<file path="src/rtl/win_tile_gen.sv">
// win_tile_gen
// Turns a scalar sample stream into overlapping TILE-sample windows for the
// Winograd F(6,3) 1D core. Consecutive windows in a row advance by STEP
// samples, so the last TILE-STEP samples of one tile open the next one.
// A sample flagged with in_last closes the row: the partial window is
// zero-padded and emitted, and the next row starts from an empty buffer.
//
// Ports
//   clk        rising-edge clock
//   rst        asynchronous active-high reset
//   in_valid   sample strobe (no backpressure)
//   in_data    signed sample
//   in_last    last sample of the row (qualified by in_valid)
//   tile_valid one-cycle pulse, tile_* fields valid
//   tile_D     packed tile, oldest sample in the top DW bits
//   tile_nout  number of meaningful core outputs (0..6)
//   tile_last  tile closes its row
//   tile_idx   tile number within the row
module win_tile_gen #(
  parameter int DW   = 10,
  parameter int TILE = 8,
  parameter int STEP = 6,
  parameter int IDXW = 16
) (
  input  logic                 clk,
  input  logic                 rst,
  input  logic                 in_valid,
  input  logic [DW-1:0]        in_data,
  input  logic                 in_last,
  output logic                 tile_valid,
  output logic [TILE*DW-1:0]   tile_D,
  output logic [2:0]           tile_nout,
  output logic                 tile_last,
  output logic [IDXW-1:0]      tile_idx
);

  localparam int OVL = TILE - STEP;

  logic [DW-1:0]      buf_q [TILE];
  logic [DW-1:0]      buf_d [TILE];
  logic [DW-1:0]      win   [TILE];
  logic [3:0]         fill_q, fill_d, fill_nx;
  logic [IDXW-1:0]    idx_q, idx_d;
  logic               emit;
  logic [2:0]         nout_d;
  logic [TILE*DW-1:0] flat_d;

  logic               tile_valid_q;
  logic [TILE*DW-1:0] tile_D_q;
  logic [2:0]         tile_nout_q;
  logic               tile_last_q;
  logic [IDXW-1:0]    tile_idx_q;

  always_comb begin
    fill_nx = fill_q + 4'd1;
    fill_d  = fill_q;
    idx_d   = idx_q;
    emit    = 1'b0;
    nout_d  = 3'(STEP);
    flat_d  = '0;
    for (int i = 0; i < TILE; i++) begin
      buf_d[i] = buf_q[i];
      // Window as it looks with the incoming sample written in place; on a
      // row end everything past the new sample is forced to zero so stale
      // buffer contents never leak into a padded tile.
      win[i] = (4'(i) == fill_q) ? in_data : buf_q[i];
      if (in_last && (4'(i) >= fill_nx)) win[i] = '0;
      flat_d[(TILE-1-i)*DW +: DW] = win[i];
    end

    if (in_last && (fill_nx < 4'(TILE)))
      nout_d = (fill_nx >= 4'(OVL)) ? 3'(fill_nx - 4'(OVL)) : 3'd0;

    if (in_valid) begin
      if (in_last) begin
        emit   = 1'b1;
        fill_d = 4'd0;
        idx_d  = '0;
        for (int i = 0; i < TILE; i++) buf_d[i] = '0;
      end else if (fill_nx == 4'(TILE)) begin
        emit   = 1'b1;
        fill_d = 4'(OVL);
        idx_d  = idx_q + 1'b1;
        // Compaction: the filter halo becomes the head of the next tile.
        for (int i = 0; i < OVL; i++) buf_d[i] = win[STEP+i];
      end else begin
        fill_d = fill_nx;
        for (int i = 0; i < TILE; i++) buf_d[i] = win[i];
      end
    end
  end

  always_ff @(posedge clk or posedge rst) begin
    if (rst) begin
      for (int i = 0; i < TILE; i++) buf_q[i] <= '0;
      fill_q       <= 4'd0;
      idx_q        <= '0;
      tile_valid_q <= 1'b0;
      tile_D_q     <= '0;
      tile_nout_q  <= 3'd0;
      tile_last_q  <= 1'b0;
      tile_idx_q   <= '0;
    end else begin
      for (int i = 0; i < TILE; i++) buf_q[i] <= buf_d[i];
      fill_q       <= fill_d;
      idx_q        <= idx_d;
      tile_valid_q <= emit;
      if (emit) begin
        tile_D_q    <= flat_d;
        tile_nout_q <= nout_d;
        tile_last_q <= in_last;
        tile_idx_q  <= idx_q;
      end
    end
  end

  assign tile_valid = tile_valid_q;
  assign tile_D     = tile_D_q;
  assign tile_nout  = tile_nout_q;
  assign tile_last  = tile_last_q;
  assign tile_idx   = tile_idx_q;

endmodule

</file>
<file path="config.mk">
export PLATFORM = sky130hd
export DESIGN_NAME = win_tile_gen
export DESIGN_NICKNAME = d
export VERILOG_FILES = /design/src/rtl/win_tile_gen.sv
export SDC_FILE = /design/constraint.sdc
export NUM_CORES = 1
export LEC_CHECK = 0
export CAP_MARGIN = 20
export CORE_MARGIN = 5
export CORE_UTILIZATION = 42
export CTS_CLUSTER_SIZE = 12
export DETAILED_ROUTE_END_ITERATION = 16
export GPL_ROUTABILITY_DRIVEN = 1
export MAX_ROUTING_LAYER = met4
export SETUP_SLACK_MARGIN = 0.15
export SLEW_MARGIN = 5
export SYNTH_ARGS = -nofsm -noshare
export SYNTH_HDL_FRONTEND = slang
export SYNTH_SLANG_ARGS = --single-unit
</file>
<file path="constraint.sdc">
create_clock -name clk -period 8.3 [get_ports clk]
set_input_delay 1.245 -clock clk [delete_from_list [all_inputs] [get_ports clk]]
set_output_delay 1.245 -clock clk [all_outputs]
set_load 0.005 [all_outputs]
</file>
==> impl_metrics.py, run 1 <==
metrics = {
    "floorplan": {
        "die-area_um2": 26200,
        "chipHeight_um": 162,
        "core-area_um2": 22700,
        "floorplan.initialDensity_pct": 42.7,
        "fp-row-count": 55,
        "io_pins": 115,
        "die_width_um": 162,
    },
    "clock_tree": {
        "tritoncts": "built",
        "hold_fix_buffer_count_after_cts": 0,
        "clock-root-buffer": "clkbuf_16",
        "cts_buffer_count": 23,
        "cts-resized-gates": 0,
        "max-clock-path-buffers": 3,
        "cts_post_setup_buffers_inserted": 0,
        "cts.sink_count": 201,
        "worstSkewPairLatency_ns": 0.51,
        "clk_pin_slew_worst_paths_ns": 0.06,
        "count_of_h_tree_levels_built_during_cts": 1,
    },
    "yosys": {
        "post_synth.cell_area_avg_um2": 11.7,
        "synth_area_leaders": "dfrtp_1, mux2i_1, a22o_1, mux2_2, o2bb2ai_1",
        "netlist-cell-type-count": 72,
        "post_synthesis_register_bit_count": 201,
        "yosys.area.top_type": "dfrtp_1",
        "ys_dominant_reg_cell": "dfrtp_1",
        "synth-async-reset-ratio_pct": 100,
        "number_of_enable_type_register_cells_in_the_synthesized_netlist": 0,
        "synth_nets": 854,
        "ys_seq_area_share_pct": 51.9,
        "yosys_warnings": 0,
        "synth_top_area_share_pct": 51.9,
        "netlist_area_um2": 9700,
        "syn_inst": 829,
    },
    "setup_path": {
        "worst_ep_arrival_time_ns": 4.66,
        "timing.critical_path.required_ns": 8.70,
        "setup.worst_path.start_class": "flop",
        "worst-setup-path-type": "flop to flop",
        "crit_path_top_delay_cell": "dfrtp_1",
        "critical_path.max_stage_delay_ns": 0.69,
        "timing.critical_path.cells": "inv_1, ha_1, inv_1, ha_1, nand3_1, a21oi_4, nor2_4, buf_4, inv_2, mux2_2",
        "worstPathMaxFanout": 40,
        "critPathCaptureType": "flop",
    },
    "place": {
        "placed_cells": 1169,
        "dpl_cell_area_um2": 11000,
        "port_buffers": 114,
        "place_congestion": 0.816,
        "place_hpwl_um": 16700,
    },
    "sta": {
        "maxSlewHeadroom_pct": 23.5,
        "finalHoldViolCount": 0,
        "setup_viol": 0,
        "layout_worst_path_cycle_share_pct": 51.4,
        "report.final.slew_viol_count": 0,
        "fmax_mhz": 235,
        "unrepaired_setup_endpoints_after_global_routing": "false",
        "totalNegativeSetupSlack_ns": 0,
        "slew_worst_pin_ns": 1.14,
        "min_period_ns": 4.26,
        "fin_skew_ns": 0.0157,
    },
    "routing": {
        "drt-total-wl_um": 25900,
        "detailroute.via_count": 7223,
        "first_drt_iteration_drcs": 466,
        "number_of_detailed_routing_iterations_run_before_antenna_repair": 6,
        "drcViolationCount": 0,
        "ant_nets": 0,
        "detail_route.wl_per_cell_um": 21.4,
        "avgViaCountPerCell": 5.95,
    },
    "grt": {
        "globalRouteOverflowTotal": 0,
        "wire_length_of_the_first_global_routing_pass_um": 42300,
        "number_of_global_route_vias_before_repair": 7287,
        "antenna_violations_before_repair": 0,
        "maximum_number_of_pins_on_one_net_before_global_route_repair": 142,
        "grt_use_total_pct": 20.3,
    },
    "run_status": {
        "status": "completed",
    },
    "final_layout": {
        "leading_cell_type_in_the_layout_fill_and_taps_excluded": "dfrtp_1",
        "postLayoutCellArea_um2": 11700,
        "final_layout_size_suffix_gt1_share_pct": 11.5,
        "area_growth_syn_to_layout_pct": 21.0,
        "stdcell_count": 1213,
        "nNetsFinal": 937,
        "antenna-diode-count": 0,
        "most_frequent_cells_in_the_layout": "dfrtp_1, clkdlybuf4s50_1, mux2i_1",
    },
    "power": {
        "worst_vdd_ir_mv": 0.129,
        "power_density_nw_per_um2": 220,
        "p_leak_nw": 5.22,
    },
    "hold_path": {
        "worstHoldPathType": "flop to flop",
    },
    "run": {
        "cap_violations": 0,
    },
}
==> Yosys cell counts (3+ instances only) <==
master / number
o2bb2ai_1: 31
nand4_1: 4
and3_1: 19
a21oi_1: 15
and4_1: 5
nor2_1: 11
o31ai_1: 21
mux2_2: 32
o2111a_1: 3
a22o_1: 59
a32oi_1: 10
buf_1: 6
dfrtp_1: 201
o32ai_1: 5
ha_1: 11
a221oi_1: 10
inv_1: 17
o21ai_0: 22
o21a_1: 3
or3_1: 3
nor2b_1: 3
and2_1: 6
nand3b_1: 4
a221o_1: 16
clkbuf_1: 32
nand2b_1: 9
buf_4: 8
mux2_1: 7
a21o_1: 3
o211ai_1: 6
nor3_1: 20
mux2i_1: 69
a311oi_1: 3
nand3_1: 30
nand2_1: 50
o21ai_1: 5
nor3_2: 4
buf_2: 20
==> routing by layer <==
metal	track usage (%)	vias to the layer above	wire length (um)
met5	-	-	0
met4	3.84	0	434
met3	2.54	28	1000
met2	30.2	178	11800
met1	30.4	3653	12700
li1	-	3364	-
==> worst paths after layout <==
path / startpoint / depth (start not counted) / slack (ns) / end
min reg2reg: tile_D[4] / 1 / 0.48 / tile_D[4]
max reg2reg: fill_q[0] / 10 / 4.04 / tile_D[18]
min in group asynchronous: rst / 2 / 1.16 / tile_D[36]
min: tile_D[4] / 1 / 0.48 / tile_D[4]
max: fill_q[0] / 10 / 4.04 / tile_D[18]
max in group asynchronous: rst / 3 / 6.04 / tile_D[16]
==> critical path, delay by kind of cell (launching register included) <==
family / cells / cell delay, ns
fa+ha+maj: 2 / 0.83
compound gates: 1 / 0.54
simple gates: 2 / 0.46
buf+inv: 4 / 1.21
flops: 1 / 0.69
mux: 1 / 0.40
==> cell type report <==
type                    instances  area [um2]
clock buffers                  33         673
clock inverters                 8        46.3
fillers                      2032       11000
inverters                      19        78.8
multi-input cells             541        4280
flip-flops and latches        201        5030
well taps                     285         357
repair buffers                126        1270
==> kinds of logic (layout without fill, tap and decap cells) <==
family / count (synthesis) / count (layout) / synth area share, %
AO/OA/AOI/OAI: 244 / 244 / 21.0
buffers and inverters: 87 / 186 / 4.02
adder cells (fa/ha/maj): 11 / 11 / 1.42
XOR/XNOR: 2 / 2 / 0.181
flip-flops: 201 / 201 / 51.9
AND/OR/NAND/NOR: 176 / 176 / 9.88
multiplexers: 108 / 108 / 11.6
==> report_power, final <==
group | leakage, nW | total (W) | switching [W] | internal, W
registers | 2.74 | 0.00114 | 0.0000727 | 0.00107
clock network | 0.359 | 0.000958 | 0.000395 | 0.000562
logic | 2.12 | 0.000489 | 0.000255 | 0.000234
==> registers in the layout (all words and copies together) (netlist names) <==
| register | count |
|---|---|
| tile_D | 80 |
| idx_q | 16 |
| fill_q | 4 |
| buf_q | 80 |
| tile_valid | 1 |
| tile_last | 1 |
| tile_idx | 16 |
| tile_nout | 3 |
==> stage by stage <==
| step | worst slack, ns | hold slack, ns | power (W) | util, % |
|---|---|---|---|---|
| detailed placement | 3.77 | 0.472 | 0.00164 | 48.2 |
| CTS | 4.03 | 0.486 | 0.00261 | 51.4 |
| finish | 4.04 | 0.483 | 0.00258 | 51.7 |
| global placement | 3.83 | 0.465 | 0.00163 | 48.2 |
| floorplan | 1.57 | 0.465 | 0.00143 | - |
| global route | 3.70 | 0.504 | 0.00270 | 51.7 |
No activity file was read; power rests on OpenSTA's default activity.
==> run 2: changes to the inputs <==
PLACE_DENSITY = 0.65   (was not set)
clock period = 3.8 ns   (was 8.3 ns; I/O delays follow)
==> run 2 against run 1 <==
Register-to-register slack got worse by 3.6 ns. Clock power rose by 120%. Maximum frequency up 27%. Clock-buffer cell count is 1 lower. Critical path depth down 2. Via count decreased by 0.33%. Sequential cell count stayed put. Sequential share of layout area decreased by 0.41 points. Largest power group unchanged. Core utilization grew 0.51 points. Global-route usage down 0.061 points.
==> impl_metrics.py, run 2 (synthesized netlist as in run 1, its figures left out) <==
metrics = {
    "routing": {
        "drt-total-wl_um": 25900,
        "first_drt_iteration_drcs": 653,
        "avgViaCountPerCell": 5.88,
        "ant_nets": 0,
        "detailroute.via_count": 7199,
        "detail_route.wl_per_cell_um": 21.2,
        "number_of_detailed_routing_iterations_run_before_antenna_repair": 5,
        "drcViolationCount": 0,
    },
    "setup_path": {
        "timing.rr.start": "fill_q[1]",
        "worstPathMaxFanout": 18,
        "timing.critical_path.cells": "inv_1, ha_1, inv_1, ha_1, nand3_1, a21o_1, a2111oi_1, mux2i_1",
        "critical_path.max_stage_delay_ns": 0.58,
        "crit_path_top_delay_cell": "dfrtp_1",
        "timing.critical_path.required_ns": 4.21,
        "worst_ep_arrival_time_ns": 3.76,
        "setup.worst_path.start_class": "flop",
        "setup.worst_path.start": "fill_q[1]",
        "critPathCaptureType": "flop",
        "worst-setup-path-type": "flop to flop",
    },
    "power": {
        "power_switching_share_pct": 27.1,
        "power.share.sequential_pct": 43.6,
        "power_density_nw_per_um2": 481,
        "worst_vdd_ir_mv": 0.207,
        "p_leak_nw": 5.28,
        "power.combinational.fraction_pct": 18.9,
        "p_clk_share_pct": 37.5,
        "power_switching_w": 0.00155,
        "intPower_w": 0.00416,
    },
    "floorplan": {
        "fp-row-count": 55,
        "core-area_um2": 22700,
        "io_pins": 115,
        "floorplan.initialDensity_pct": 42.7,
        "die-area_um2": 26200,
        "die_width_um": 162,
        "chipHeight_um": 162,
    },
    "clock_tree": {
        "count_of_h_tree_levels_built_during_cts": 1,
        "cts_buffer_count": 22,
        "cts_post_setup_buffers_inserted": 0,
        "clock-root-buffer": "clkbuf_16",
        "tritoncts": "built",
        "clk_pin_slew_worst_paths_ns": 0.06,
        "worstSkewPairLatency_ns": 0.50,
        "hold_fix_buffer_count_after_cts": 0,
        "max-clock-path-buffers": 3,
        "cts.sink_count": 201,
    },
    "place": {
        "dpl_cell_area_um2": 11100,
        "place_congestion": 0.924,
        "place_hpwl_um": 17300,
        "placed_cells": 1186,
        "port_buffers": 114,
    },
    "grt": {
        "number_of_global_route_vias_before_repair": 7229,
        "maximum_number_of_pins_on_one_net_before_global_route_repair": 69,
        "wire_length_of_the_first_global_routing_pass_um": 42200,
        "grt_use_total_pct": 20.3,
        "globalRouteOverflowTotal": 0,
        "antenna_violations_before_repair": 0,
    },
    "sta": {
        "fin_skew_ns": 0.0146,
        "totalNegativeSetupSlack_ns": 0,
        "report.final.slew_viol_count": 0,
        "unrepaired_setup_endpoints_after_global_routing": "false",
        "fmax_mhz": 299,
        "finalHoldViolCount": 0,
        "maxSlewHeadroom_pct": 35.8,
        "whs_ns": 0.311,
        "slew_worst_pin_ns": 0.960,
        "layout_worst_path_cycle_share_pct": 88.2,
        "setup_viol": 0,
        "min_period_ns": 3.35,
    },
    "final_layout": {
        "most_frequent_cells_in_the_layout": "dfrtp_1, clkdlybuf4s50_1, mux2i_1",
        "leading_cell_type_in_the_layout_fill_and_taps_excluded": "dfrtp_1",
        "nNetsFinal": 952,
        "layout.core_utilization_pct": 52.2,
        "antenna-diode-count": 0,
        "fillers": 1989,
        "postLayoutCellArea_um2": 11900,
        "stdcell_count": 1224,
        "area_growth_syn_to_layout_pct": 22.2,
        "final_layout_size_suffix_gt1_share_pct": 12.6,
    },
    "run": {
        "cap_violations": 0,
    },
    "hold_path": {
        "worstHoldPathType": "input port to async pin",
    },
    "run_status": {
        "status": "completed",
    },
}
## run 2: stage by stage
stage | power, W | setup WS [ns]
2_1_floorplan | 0.00311 | 0.628
3_3_place_gp | 0.00359 | 0.526
3_5_place_dp | 0.00360 | 0.395
4_1_cts | 0.00575 | 0.379
5_1_grt | 0.00596 | 0.232
6_report | 0.00570 | 0.450
## run 2: final cells by class
class	count	area (um2)	area share, %
Sequential cell	201	5030	42.4
Tap cell	285	357	3.01
Timing Repair Buffer	142	1390	11.7
Clock buffer	32	649	5.48
Inverter	19	75.1	0.633
Clock inverter	4	70.1	0.591
Multi-Input combinational cell	541	4280	36.1
## run 2: metal layers
metal / GRT usage (%) / up-vias / wire (um)
met2: 29.8 / 172 / 11500
li1: - / 3379 / -
met5: - / - / 0
met1: 30.1 / 3613 / 12800
met3: 2.74 / 35 / 1090
met4: 4.61 / 0 / 499
## run 2: worst max-delay path: cells and delay by family, from the launching register on
family                   cells  cell delay, ns
adder cells (fa/ha/maj)      2            0.82
AND/OR/NAND/NOR              1            0.22
flip-flops                   1            0.58
buffers and inverters        2            0.40
AO/OA/AOI/OAI                2            0.97
multiplexers                 1            0.26
## run 2: final timing paths
kind / end / slack [ns] / depth (start not counted)
worst max-delay path: idx_q[10] / 0.45 / 8
worst min-delay path: tile_idx[10] / 0.31 / 2
worst max register to register: idx_q[10] / 0.45 / 8
worst min register to register: tile_D[5] / 0.48 / 1
max in group asynchronous: tile_D[28] / 2.64 / 4
min in group clk: tile_D[5] / 0.48 / 1
## run 2: power by group through the flow
| stage | sequential [W] | combinational, W | clock, W |
|---|---|---|---|
| 3_3_place_gp | 0.00252 | 0.00107 | 0 |
| 2_1_floorplan | 0.00247 | 0.000648 | 0 |
| 6_report | 0.00248 | 0.00108 | 0.00214 |
| 4_1_cts | 0.00248 | 0.00109 | 0.00218 |
| 3_5_place_dp | 0.00252 | 0.00108 | 0 |
| 5_1_grt | 0.00251 | 0.00118 | 0.00227 |
## run 2: what timing repair did
action | 4_1_cts | 5_1_grt
endpoints found under the hold margin | 0 | 0
setup endpoints to repair | 0 | 10
gates resized for setup | 0 | 1
==> run 3: changes to the inputs <==
CORE_ASPECT_RATIO = 2   (was not set)
PLACE_DENSITY = not set   (was 0.65)
clock period = 3.1 ns   (was 3.8 ns; I/O delays follow)
==> run 3 against run 2 <==
Global-route usage up 0.51 points. Non-clock buffer count up 26. Setup slack better by 0.047 ns. Maximum frequency up 29%. Cell count up 0.74%. Clock power about the same. Critical path depth up 2. Clock skew down 0.00099 ns. Critical path type unchanged. Largest cell class unchanged.
==> impl_metrics.py, run 3 (synthesized netlist as in run 1, its figures left out) <==
metrics = {
    "run_status": {
        "status": "completed",
    },
    "place": {
        "place_hpwl_um": 18800,
        "place_congestion": 0.866,
        "port_buffers": 114,
    },
    "grt": {
        "met1_usage_pct": 25.0,
        "number_of_global_route_vias_before_repair": 7664,
        "grtUsageMet2_pct": 36.5,
        "wire_length_of_the_first_global_routing_pass_um": 43500,
        "layer_with_the_highest_usage": "met2",
        "globalRouteOverflowTotal": 0,
        "maximum_number_of_pins_on_one_net_before_global_route_repair": 108,
        "antenna_violations_before_repair": 0,
        "use_met3_pct": 2.01,
        "grt_use_total_pct": 20.8,
    },
    "setup_path": {
        "critical_path.max_stage_delay_ns": 0.43,
        "crit_family": "compound AO/OA/AOI/OAI gates",
        "timing.critical_path.required_ns": 3.47,
        "timing.critical_path.cells": "ha_1, xor2_1, inv_2, ha_1, buf_4, nand3_1, a21o_1, buf_4, o311ai_0, o41ai_1",
        "worst_ep_arrival_time_ns": 2.97,
        "critPathCaptureType": "flop",
        "cp.buffers_inverters": 3,
        "setup.worst_path.start_class": "flop",
        "worst-setup-path-type": "flop to flop",
        "worstPathMaxFanout": 23,
        "crit_path_top_delay_cell": "dfrtp_1",
    },
    "power": {
        "fin_total_pwr_w": 0.00659,
        "p_leak_nw": 5.32,
        "worst_vdd_ir_mv": 0.369,
        "power_density_nw_per_um2": 555,
    },
    "sta": {
        "slew_worst_pin_ns": 0.927,
        "whs_ns": 0.484,
        "fin_skew_ns": 0.0136,
        "maxSlewHeadroom_pct": 38.1,
        "report.final.slew_viol_count": 0,
        "unrepaired_setup_endpoints_after_global_routing": "false",
        "min_period_ns": 2.60,
        "fmax_mhz": 384,
        "setup_viol": 0,
        "finalHoldViolCount": 0,
        "layout_worst_path_cycle_share_pct": 84.0,
        "totalNegativeSetupSlack_ns": 0,
    },
    "clock_tree": {
        "cts-resized-gates": 0,
        "clock-root-buffer": "clkbuf_16",
        "clk_pin_slew_worst_paths_ns": 0.06,
        "cts_post_setup_buffers_inserted": 0,
        "worstSkewPairLatency_ns": 0.50,
        "tritoncts": "built",
        "max-clock-path-buffers": 3,
        "cts_buffer_count": 20,
        "count_of_h_tree_levels_built_during_cts": 1,
        "hold_fix_buffer_count_after_cts": 0,
        "cts.sink_count": 201,
    },
    "floorplan": {
        "die-area_um2": 26400,
        "floorplan.initialDensity_pct": 42.7,
        "io_pins": 115,
        "fp-row-count": 78,
        "core-area_um2": 22700,
        "chipHeight_um": 225,
        "die_width_um": 117,
    },
    "routing": {
        "avgViaCountPerCell": 5.93,
        "drcViolationCount": 0,
        "detail_route.wl_per_cell_um": 21.9,
        "first_drt_iteration_drcs": 411,
        "number_of_detailed_routing_iterations_run_before_antenna_repair": 4,
        "drt-total-wl_um": 27000,
        "detailroute.via_count": 7309,
        "ant_nets": 0,
    },
    "final_layout": {
        "antenna-diode-count": 0,
        "area_growth_syn_to_layout_pct": 22.4,
        "leading_cell_type_in_the_layout_fill_and_taps_excluded": "dfrtp_1",
        "most_frequent_cells_in_the_layout": "dfrtp_1, clkdlybuf4s50_1, mux2i_1",
        "nNetsFinal": 976,
        "final_layout_size_suffix_gt1_share_pct": 14.0,
    },
    "run": {
        "cap_violations": 0,
    },
    "hold_path": {
        "worstHoldPathType": "flop to flop",
    },
}
## run 3: cell types whose count changed in the layout (fill, tap and decap cells not counted)
| cell | delta |
|---|---|
| dfrtp_2 | -1 |
| clkbuf_16 | -2 |
| bufinv_16 | -2 |
| clkbuf_1 | -2 |
| buf_12 | +1 |
| dfrtp_1 | +1 |
| clkinv_2 | -2 |
| clkbuf_8 | -4 |
| buf_4 | +25 |
## run 3: report_power, final
group	internal [W]	switching (W)
Clock	0.00120	0.000957
Combinational	0.000686	0.000729
Sequential	0.00285	0.000163
## run 3: worst reg2reg max path, delay by kind of cell (launching register included)
family                   cells  cell delay [ns]
AO/OA/AOI/OAI                3             0.79
buffers and inverters        3             0.53
flip-flops                   1             0.43
adder cells (fa/ha/maj)      2             0.40
XOR/XNOR                     1             0.18
AND/OR/NAND/NOR              1             0.16
## run 3: area by class of cell
cell class	instances	area (um2)
clock buffers	24	537
fillers	2012	10900
inverters	19	75.1
multi-input cells	541	4280
flip-flops and latches	201	5030
well taps	280	350
repair buffers	168	1600
## run 3: path summary, 6_finish.rpt
kind                            from          to  slack, ns  depth (start not counted)
hold reg to reg            tile_D[0]   tile_D[0]       0.48                          1
min in group asynchronous        rst  tile_D[56]       0.52                          3
hold / removal             tile_D[0]   tile_D[0]       0.48                          1
max in group asynchronous        rst   buf_q[47]       2.12                          3
setup / recovery           fill_q[1]   idx_q[11]       0.50                         10
setup reg to reg           fill_q[1]   idx_q[11]       0.50                         10
## run 3: per-layer routing
metal / routed length, um / share of wire, % / vias to the layer above
li1: - / - / 3407
met1: 11000 / 41 / 3676
met2: 14400 / 53 / 181
met3: 910 / 3.4 / 45
met4: 765 / 2.8 / 0
met5: 0 / 0 / -
## run 3: stage by stage
stage                     worst slack, ns  std cells  area (um2)  utilization [%]
final                               0.497       1233       11900             52.2
after global routing                0.310       1233       11900             52.2
after CTS                           0.319       1232       11900             52.2
after detailed placement            0.333       1208       11300             49.8
after global placement              0.408       1208       11300             49.8
after floorplan                    0.0327        829        9700                -
